## src/rtl/scan_mux.sv

```systemverilog
// rtl/scan_mux.sv - multi-channel input mux with manual select and timed auto-scan
// Build option: define SCAN_MUX_HOLD_EN to keep a disabled channel's dout at its last value.
module scan_mux #(
    parameter int CH    = 2,
    parameter int SEL_W = 2,
    parameter int DW    = 1,
    parameter int DWELL = 4
) (
    input  logic                        clk,
    input  logic                        rst_n,
    input  logic [CH-1:0]               en_n,
    input  logic                        mode,
    input  logic [SEL_W-1:0]            sel,
    input  logic [CH*(2**SEL_W)*DW-1:0] din,
    output logic [CH*DW-1:0]            dout,
    output logic [CH-1:0]               valid,
    output logic [SEL_W-1:0]            cur_sel,
    output logic                        scan_wrap
);

    localparam int NIN = 2**SEL_W;
    localparam int CW  = (DWELL > 1) ? $clog2(DWELL) : 1;

    typedef enum logic [1:0] {
        S_MANUAL = 2'd0,
        S_SCAN   = 2'd1,
        S_PAUSE  = 2'd2
    } state_t;

    state_t           state_q, state_d;
    logic [SEL_W-1:0] idx_q, idx_d;
    logic [CW-1:0]    dwell_q, dwell_d;
    logic             wrap_q, wrap_d;
    logic [SEL_W-1:0] cur_q, cur_d;
    logic [CH*DW-1:0] dout_q, dout_d;
    logic [CH-1:0]    valid_q, valid_d;
    logic [SEL_W-1:0] eff_idx;
    logic             any_en;

    assign any_en = |(~en_n);

    always_ff @(posedge clk or negedge rst_n) begin
        if (!rst_n) begin
            state_q <= S_MANUAL;
        end else begin
            state_q <= state_d;
        end
    end

    always_comb begin
        state_d = state_q;
        case (state_q)
            S_MANUAL: if (mode) state_d = any_en ? S_SCAN : S_PAUSE;
            S_SCAN: begin
                if (!mode)        state_d = S_MANUAL;
                else if (!any_en) state_d = S_PAUSE;
            end
            S_PAUSE: begin
                if (!mode)       state_d = S_MANUAL;
                else if (any_en) state_d = S_SCAN;
            end
            default: state_d = S_MANUAL;
        endcase
    end

    // Counters run only while scanning continues; MANUAL keeps them cleared so a
    // later SCAN entry starts at 0, while PAUSE leaves them untouched for resume.
    always_comb begin
        idx_d   = idx_q;
        dwell_d = dwell_q;
        wrap_d  = 1'b0;
        if (state_q == S_MANUAL) begin
            idx_d   = '0;
            dwell_d = '0;
        end else if (state_q == S_SCAN && state_d == S_SCAN) begin
            if (dwell_q == CW'(DWELL - 1)) begin
                dwell_d = '0;
                idx_d   = idx_q + SEL_W'(1);
                wrap_d  = (idx_q == SEL_W'(NIN - 1));
            end else begin
                dwell_d = dwell_q + CW'(1);
            end
        end
    end

    assign eff_idx = (state_q == S_MANUAL) ? sel : idx_q;

    always_comb begin
        cur_d   = eff_idx;
        dout_d  = '0;
        valid_d = ~en_n;
        for (int c = 0; c < CH; c++) begin
            if (!en_n[c]) begin
                for (int i = 0; i < NIN; i++) begin
                    if (eff_idx == SEL_W'(i)) dout_d[c*DW +: DW] = din[(c*NIN + i)*DW +: DW];
                end
            end else begin
`ifdef SCAN_MUX_HOLD_EN
                dout_d[c*DW +: DW] = dout_q[c*DW +: DW];
`else
                dout_d[c*DW +: DW] = '0;
`endif
            end
        end
    end

    always_ff @(posedge clk or negedge rst_n) begin
        if (!rst_n) begin
            idx_q   <= '0;
            dwell_q <= '0;
            wrap_q  <= 1'b0;
            cur_q   <= '0;
            dout_q  <= '0;
            valid_q <= '0;
        end else begin
            idx_q   <= idx_d;
            dwell_q <= dwell_d;
            wrap_q  <= wrap_d;
            cur_q   <= cur_d;
            dout_q  <= dout_d;
            valid_q <= valid_d;
        end
    end

    assign dout      = dout_q;
    assign valid     = valid_q;
    assign cur_sel   = cur_q;
    assign scan_wrap = wrap_q;

endmodule

```

## config.mk

```make
export PLATFORM = sky130hd
export DESIGN_NAME = scan_mux
export DESIGN_NICKNAME = d
export VERILOG_FILES = /design/src/rtl/scan_mux.sv
export SDC_FILE = /design/constraint.sdc
export NUM_CORES = 1
export LEC_CHECK = 0
export ABC_AREA = 1
export CORE_MARGIN = 5
export CORE_UTILIZATION = 46
export CTS_BUF_LIST = sky130_fd_sc_hd__clkbuf_8 sky130_fd_sc_hd__clkbuf_16
export CTS_CLUSTER_SIZE = 14
export DETAILED_ROUTE_END_ITERATION = 8
export HOLD_SLACK_MARGIN = 0.08
export PLACE_DENSITY = 0.83
export SLEW_MARGIN = 20
export SYNTH_ARGS = -nofsm -noshare
export SYNTH_HDL_FRONTEND = slang
export SYNTH_SLANG_ARGS = --single-unit
export TNS_END_PERCENT = 10
```

## constraint.sdc

```tcl
create_clock -name clk -period 1.9 [get_ports clk]
set_clock_uncertainty 0.05 [all_clocks]
set_input_delay 0.38 -clock clk [delete_from_list [all_inputs] [get_ports clk]]
set_output_delay 0.38 -clock clk [all_outputs]
set_load 0.02 [all_outputs]
```

Yosys cells after proc, flatten, opt, wreduce, memory -nomap -nowiden
Index checks and enable logic that the tools add are counted.

storage, ports and cells
  flip-flop bits (word level) = 13
  latch bits = 0
  memory bits (writable) = 0
  memory bits (read-only) = 0
  input port bits = 15
  output and inout port bits = 7
  word-level logic and storage cells = 52
  memories = 0

operators by class
  $add $sub $neg = 2
  multiply operators = 0
  divide/modulo/power cells = 0
  $lt $le $gt $ge = 0
  equality and inequality tests = 8
  shift operators = 0
  multiplexer cells = 27
  bitwise gates (word level) = 1
  reduce and logical (&&, ||, !) cells = 7

operator list
  operator                                                                number
  2-bit two-way mux                                                       13
  1-bit two-way mux                                                       13
  2-bit equality test (second input constant)                             5
  2-bit by 1-bit equality test with 1-bit output (second input constant)  3
  2-bit case mux with 3 select lines                                      1
  2-bit by 1-bit adder with 2-bit output (second input constant)          2
  2-bit zero test                                                         2
  2-bit nonzero test                                                      2
  2-bit NOT                                                               1
  2-bit AND reduction                                                     1
  2-bit OR reduction                                                      1
  1-bit logical AND                                                       1

Depth between registers and ports, before layout
Gate-level depths: netlist of the first run.

  depth in word-level cells = 9
  mapped depth = 7
  depth with buffers taken out = 7

Worst setup path before layout of the first run
OpenSTA, ideal clock, no wires.

  path type = register to register
  start = reg state_q[0]
  end = reg dout_q[0], in the netlist dout[0]
  arrival = 0.968 ns
  required time = 1.731 ns
  slack = 0.763 ns
  cell stages (with the launch flop) = 7
  path buffers = 0
  path through = dfrtp_1 > nor2_2 > nand2_1 > nand2_2 > nand2_2 > o21ai_1 > nor2_1

between the ends
  longest elaborated chain between the ends = 8

ends and longest elaborated chain
  element                         line  source
  from (decl)                     30    state_t state_q, state_d;
  from (signal assigned)          46    state_q <= state_d;
  2-bit zero test *               86    assign eff_idx = (state_q == S_MANUAL) ? sel : idx_q;
  2-bit two-way mux *             86
  2-bit zero test                 95    if (eff_idx == SEL_W'(i)) dout_d[c*DW +: DW] = din[(c*NIN + i)*DW +: DW];
  1-bit two-way mux (3 in a row)  95
  1-bit two-way mux *             95
  1-bit two-way mux *             93    if (!en_n[c]) begin
  net dout_d[0]                   35    logic [CH*DW-1:0] dout_q, dout_d;
  to (signal assigned)            120   dout_q <= dout_d;
  to (decl)                       35

Mark *: on every way through the listed nets, which the timed path passes. The rest lies on a longest branch.
A chain may end at the register's enable or synchronous reset.

Final worst setup path of the first run
  start = reg cur_q[0], in the netlist cur_sel[0]
  end = out cur_sel[0]

RTL lines
  element                 line  source
  from (decl)             34    logic [SEL_W-1:0] cur_q, cur_d;
  from (signal assigned)  119   cur_q <= cur_d;
  to (decl)               17    output logic [SEL_W-1:0] cur_sel,

No word-level cell between the ends.

==> results of run 1 <==
-- flip-flops by register name (all words and copies together), names as in the netlist --
name,count
cur_sel,2
dout,2
dwell_q,2
idx_q,2
state_q,2
valid,2
scan_wrap,1
-- cell families (layout without fill, tap and decap cells) --
logic type,Yosys count,after routing,share of synthesized area
AOI/OAI and AO/OA,8,8,0.0644
buffers and inverters,15,40,0.0852
DFF,13,13,0.492
and+or+nand+nor,38,38,0.320
adders and majority gates,2,2,0.0379
-- worst max-delay path by stage --
stage | startpoint | to | slack, ns | cells past startpoint
after floorplan | state_q[0]$_DFF_PN0_ | dout[0]$_DFF_PN0_ | 0.76 | 6
after global placement | en_n[1] | idx_q[0]$_DFFE_PN0P_ | 0.36 | 7
after detailed placement | en_n[1] | idx_q[0]$_DFFE_PN0P_ | 0.32 | 7
after CTS | valid[1]$_DFF_PN0_ | valid[1] | 0.26 | 1
after global routing | cur_sel[0]$_DFF_PN0_ | cur_sel[0] | 0.25 | 1
final | cur_sel[0]$_DFF_PN0_ | cur_sel[0] | 0.28 | 1
-- stage by stage --
step | util | instances
after global placement | 0.667 | 112
after CTS | 0.701 | 116
after global routing | 0.701 | 116
final | 0.701 | 116
after floorplan | - | 76
after detailed placement | 0.667 | 112
-- worst reg2reg max path, delay by kind of cell, from the launching register on --
kind,cells,cell delay (ns)
AO/OA/AOI/OAI,1,0.14
flip-flops,1,0.44
AND/OR/NAND/NOR,5,0.54
-- metal layers --
layer	share of wire	global-route usage	vias up
met5	0	0	-
met1	0.42	0.159	248
met2	0.52	0.224	18
met4	0	0.0914	0
met3	0.061	0.0150	0
li1	-	-	287
-- cell type report --
cell class              instances  area (um2)
multi-input cells              48         279
clock inverters                 1        3.75
repair buffers                 21         210
fillers                       113         399
well taps                      15        18.8
flip-flops and latches         13         325
clock buffers                   3        41.3
inverters                      15        56.3
-- synth_stat cells --
| cell | n | share of area |
|---|---|---|
| inv_2 | 1 | 0.0057 |
| o21ai_0 | 3 | 0.023 |
| nand2_2 | 9 | 0.085 |
| nor2_1 | 5 | 0.028 |
| nand3b_1 | 2 | 0.023 |
| ha_1 | 2 | 0.038 |
| o21ai_1 | 3 | 0.023 |
| nand4_4 | 1 | 0.032 |
| nand2_4 | 1 | 0.017 |
| a21oi_1 | 1 | 0.0076 |
| dfrtp_1 | 13 | 0.49 |
| inv_1 | 14 | 0.080 |
| nand2_1 | 11 | 0.063 |
| nor2_2 | 2 | 0.019 |
| nand3_1 | 7 | 0.053 |
| a22oi_1 | 1 | 0.011 |
-- power breakdown --
part / switching (mW) / internal (mW)
sequential: 0.0213 / 0.308
clock: 0.0909 / 0.142
combinational: 0.0966 / 0.0860
total: 0.209 / 0.536
==> impl_metrics.env, run 1 <==
export IMPL_status="finished clean"
export IMPL_grt_max_degree=14
export IMPL_hold_class="primary input to async pin"
export IMPL_critPathTopFamily="buffers and inverters"
export IMPL_die_area_um2=2290
export IMPL_numCtsBuffers=3
export IMPL_yosysWarnings=0
export IMPL_setup_tns_ns=0
export IMPL_nets=119
export IMPL_max_freq_mhz=618
export IMPL_synthesis_area_um2=661
export IMPL_synth_fp_nets=93
export IMPL_h_tree_depth=1
export IMPL_reg2regPathDepth=6
export IMPL_slew_viol_final=0
export IMPL_drv_cap=0
export IMPL_via_count=553
export IMPL_cp_slowest_stage_delay_ns=0.62
export IMPL_drt_first_pass_iters=4
export IMPL_grt_ovfl_total=0
export IMPL_cts_tree="yes"
export IMPL_path_clk_slew_ns=0.05
export IMPL_maxSlewHeadroom=0.632
export IMPL_total_power_mw=0.745
export IMPL_final_common_cell="clkdlybuf4s50_1"
export IMPL_yosysSeqAreaShare=0.492
export IMPL_io_pin_count=22
export IMPL_fin_hold_ws_ns=0.450
export IMPL_synth_seq_cells=13
export IMPL_drt_iter0_drc=11
export IMPL_powerDensity_nw_per_um2=797
export IMPL_setup_viol=0
export IMPL_tightestPinTransition_ns=0.551
export IMPL_ant_nets=0
export IMPL_gp_congestion=0.758
export IMPL_fp_dieW_um=47.9
export IMPL_via_per_inst=4.77
export IMPL_worst_setup_path_type="register to output port"
export IMPL_dpl_hpwl_um=1130
export IMPL_finalHoldViolations=0
export IMPL_wl_per_cell_um=12.1
export IMPL_vdd_drop_max_mv=0.362
export IMPL_synth_cells=76
export IMPL_fin_crit_sh=0.852
export IMPL_antenna_found_initial=0
export IMPL_grt_pass1_wl_um=2130
export IMPL_endpoint_kind="output port"
export IMPL_insertedDiodeCount=0
export IMPL_setup_ws_ns=0.281
export IMPL_drt_total_wl_um=1410
export IMPL_post_place_ws_ns=0.323
export IMPL_max_clock_path_buffers=2
export IMPL_drc=0
export IMPL_cts_sinks=13
export IMPL_path_max_fanout=1
export IMPL_crit_path_cell_trace="clkdlybuf4s50_1"
export IMPL_place_port_buffers=21
export IMPL_placed_area_um2=890
export IMPL_syn_area_per_cell_um2=8.69
export IMPL_ctsHoldBuffers=0
export IMPL_grt_usage=0.134
export IMPL_reg2reg_from="state_q[0]$_DFF_PN0_"
export IMPL_cts_root_buf="clkbuf_8"
export IMPL_critPathRequiredTime_ns=1.47
export IMPL_final_cell_area_um2=935
export IMPL_cp_slowest_cell="clkdlybuf4s50_1"
export IMPL_drive_gt1_frac=0.168
export IMPL_clock_latency_ns=0.24
export IMPL_area_delta_synth_final_pct=41.5
export IMPL_die_h_um=47.9
export IMPL_synth_cell_type_count=16
export IMPL_r2r_slack_ns=0.62
export IMPL_rows=13
export IMPL_path_buf_inv=1
export IMPL_grt_pass1_vias=520
export IMPL_post_cts_setup_buffer_count=0
export IMPL_timing_rr_end="dout[0]$_DFF_PN0_"
export IMPL_core_area_um2=1330
export IMPL_arrival_ns=1.19
export IMPL_start_util=0.495
export IMPL_p_leak_nw=0.458
export IMPL_fin_crit_ns=1.62
export IMPL_rsz0062_at_grt="no"
export IMPL_cts_resized_gates=0
export IMPL_layout_common_cells="clkdlybuf4s50_1, inv_1, dfrtp_1"
export IMPL_critPathLaunchType="register"
Note: power is estimated with default switching activity, not from simulation.
==> run 2: changes to the inputs <==
Settings changed: CORE_UTILIZATION 46 to 39, PLACE_DENSITY 0.83 to 0.76.
Clock period 1.9 ns to 1.4 ns, I/O delays scaled along.
==> run 2 against run 1 <==
Clock-buffer cell count is the same. Cell count is 5.2% higher. Via count rose by 3.8%. Critical path type is now register to register. Critical endpoint is now dout[1]$_DFF_PN0_.
==> impl_metrics.env, run 2 (synthesis gave the netlist of run 1 again) <==
export IMPL_drv_cap=0
export IMPL_dr_wl_met3_um=94
export IMPL_grt_pass1_vias=576
export IMPL_critPathRequiredTime_ns=1.48
export IMPL_hold_class="primary input to async pin"
export IMPL_reg2reg_from="state_q[0]$_DFF_PN0_"
export IMPL_p_leak_nw=0.500
export IMPL_grt_max_degree=14
export IMPL_tightestPinTransition_ns=0.335
export IMPL_route_met2_wl_um=707
export IMPL_clock_latency_ns=0.24
export IMPL_fin_crit_sh=0.910
export IMPL_finalHoldViolations=0
export IMPL_die_area_um2=2620
export IMPL_wl_per_cell_um=11.7
export IMPL_r2r_slack_ns=0.13
export IMPL_status="finished clean"
export IMPL_fin_crit_ns=1.27
export IMPL_drt_first_pass_iters=4
export IMPL_drt_iter0_drc=9
export IMPL_critPathTopFamily="flip-flops"
export IMPL_maxSlewHeadroom=0.775
export IMPL_fin_hold_ws_ns=0.287
export IMPL_via_count=574
export IMPL_grt_usage=0.123
export IMPL_area_delta_synth_final_pct=46.8
export IMPL_path_clk_slew_ns=0.05
export IMPL_vdd_drop_max_mv=0.382
export IMPL_reg2regPathDepth=7
export IMPL_max_freq_mhz=785
export IMPL_rsz0062_at_grt="no"
export IMPL_crit_path_cell_trace="inv_2 -> nand2_4 -> nand2_2 -> nand2_2 -> nand2_2 -> o21ai_1 -> nor2_1"
export IMPL_worst_setup_path_type="register to register"
export IMPL_critPathLaunchType="register"
export IMPL_max_clock_path_buffers=2
export IMPL_h_tree_depth=1
export IMPL_insertedDiodeCount=0
export IMPL_setup_ws_ns=0.126
export IMPL_drc=0
export IMPL_grt_pass1_wl_um=2330
export IMPL_core_area_um2=1560
export IMPL_die_h_um=51.2
export IMPL_setup_worst_path_start="state_q[0]$_DFF_PN0_"
export IMPL_cp_common_cell="nand2_2"
export IMPL_placed_area_um2=928
export IMPL_cts_tree="yes"
export IMPL_drt_total_wl_um=1430
export IMPL_cp_slowest_stage_delay_ns=0.50
export IMPL_io_pin_count=22
export IMPL_setup_viol=0
export IMPL_powerDensity_nw_per_um2=1040
export IMPL_top_layer_used="met4"
export IMPL_grt_ovfl_total=0
export IMPL_cts_root_buf="clkbuf_8"
export IMPL_dpl_hpwl_um=1080
export IMPL_timing_rr_end="dout[1]$_DFF_PN0_"
export IMPL_path_buf_inv=1
export IMPL_ant_nets=0
export IMPL_total_power_mw=1.01
export IMPL_antenna_found_initial=0
export IMPL_cp_slowest_cell="dfrtp_1"
export IMPL_gp_congestion=0.803
export IMPL_post_cts_setup_buffer_count=0
export IMPL_path_max_fanout=5
export IMPL_dp_cells=118
export IMPL_endpoint_kind="register"
export IMPL_layout_common_cells="inv_1, clkdlybuf4s50_1, dfrtp_1"
export IMPL_slew_viol_final=0
export IMPL_fp_dieW_um=51.2
export IMPL_rows=14
export IMPL_place_port_buffers=21
export IMPL_n_fill_cell=138
export IMPL_final_cell_area_um2=970
export IMPL_via_per_inst=4.70
export IMPL_wl_met1_um=573
export IMPL_post_place_ws_ns=-0.0680
export IMPL_arrival_ns=1.35
export IMPL_nets=124
export IMPL_start_util=0.424
export IMPL_stdcell_count=122
export IMPL_cts_sinks=13
export IMPL_drive_gt1_frac=0.208
export IMPL_setup_tns_ns=0
export IMPL_numCtsBuffers=3
export IMPL_final_util=0.622
export IMPL_final_common_cell="inv_1"
[run 2: changes by cell type in the layout (fill, tap and decap cells not counted), sizes merged]
cell           before  now
dlygate4sd2         0    7
clkdlybuf4s50      21   14
buf                 0    5
[run 2: worst max path at each step]
stage                            to  slack, ns  cells after the start
2_1_floorplan     dout[0]$_DFF_PN0_       0.26                      6
3_3_place_gp   idx_q[0]$_DFFE_PN0P_      -0.01                      7
3_5_place_dp   idx_q[0]$_DFFE_PN0P_      -0.07                      7
4_1_cts           dout[1]$_DFF_PN0_       0.08                      6
5_1_grt           dout[0]$_DFF_PN0_      0.002                      5
6_report          dout[1]$_DFF_PN0_       0.13                      7
[run 2: final cells by class]
class	count	area [um2]	area share
clock buffer	3	41.3	0.0426
clock inverter	1	3.75	0.00387
inverter	15	56.3	0.0581
multi-input combinational	48	284	0.293
sequential	13	325	0.335
tap	16	20.0	0.0206
timing repair buffer	26	239	0.246
[run 2: worst register-to-register path, delay by kind of cell (launching register included)]
kind | cells | cell delay (ns)
buffers and inverters | 1 | 0.09
DFF | 1 | 0.50
AOI/OAI and AO/OA | 1 | 0.15
and+or+nand+nor | 5 | 0.37
[run 2: power breakdown]
group | total (mW) | internal (mW) | switching (mW)
Combinational | 0.246 | 0.115 | 0.131
Clock | 0.323 | 0.193 | 0.129
Sequential | 0.445 | 0.418 | 0.0268
Total | 1.01 | 0.726 | 0.287
[run 2: routing by layer]
metal	track usage	vias up
li1	-	296
met1	0.138	248
met2	0.189	23
met3	0.0233	7
met4	0.130	0
met5	0	-
[run 2: what timing repair did]
action / 4_1_cts / 5_1_grt
setup endpoints to repair: 7 / 2
hold buffers: 0 / 0
gates resized for setup: 7 / 1
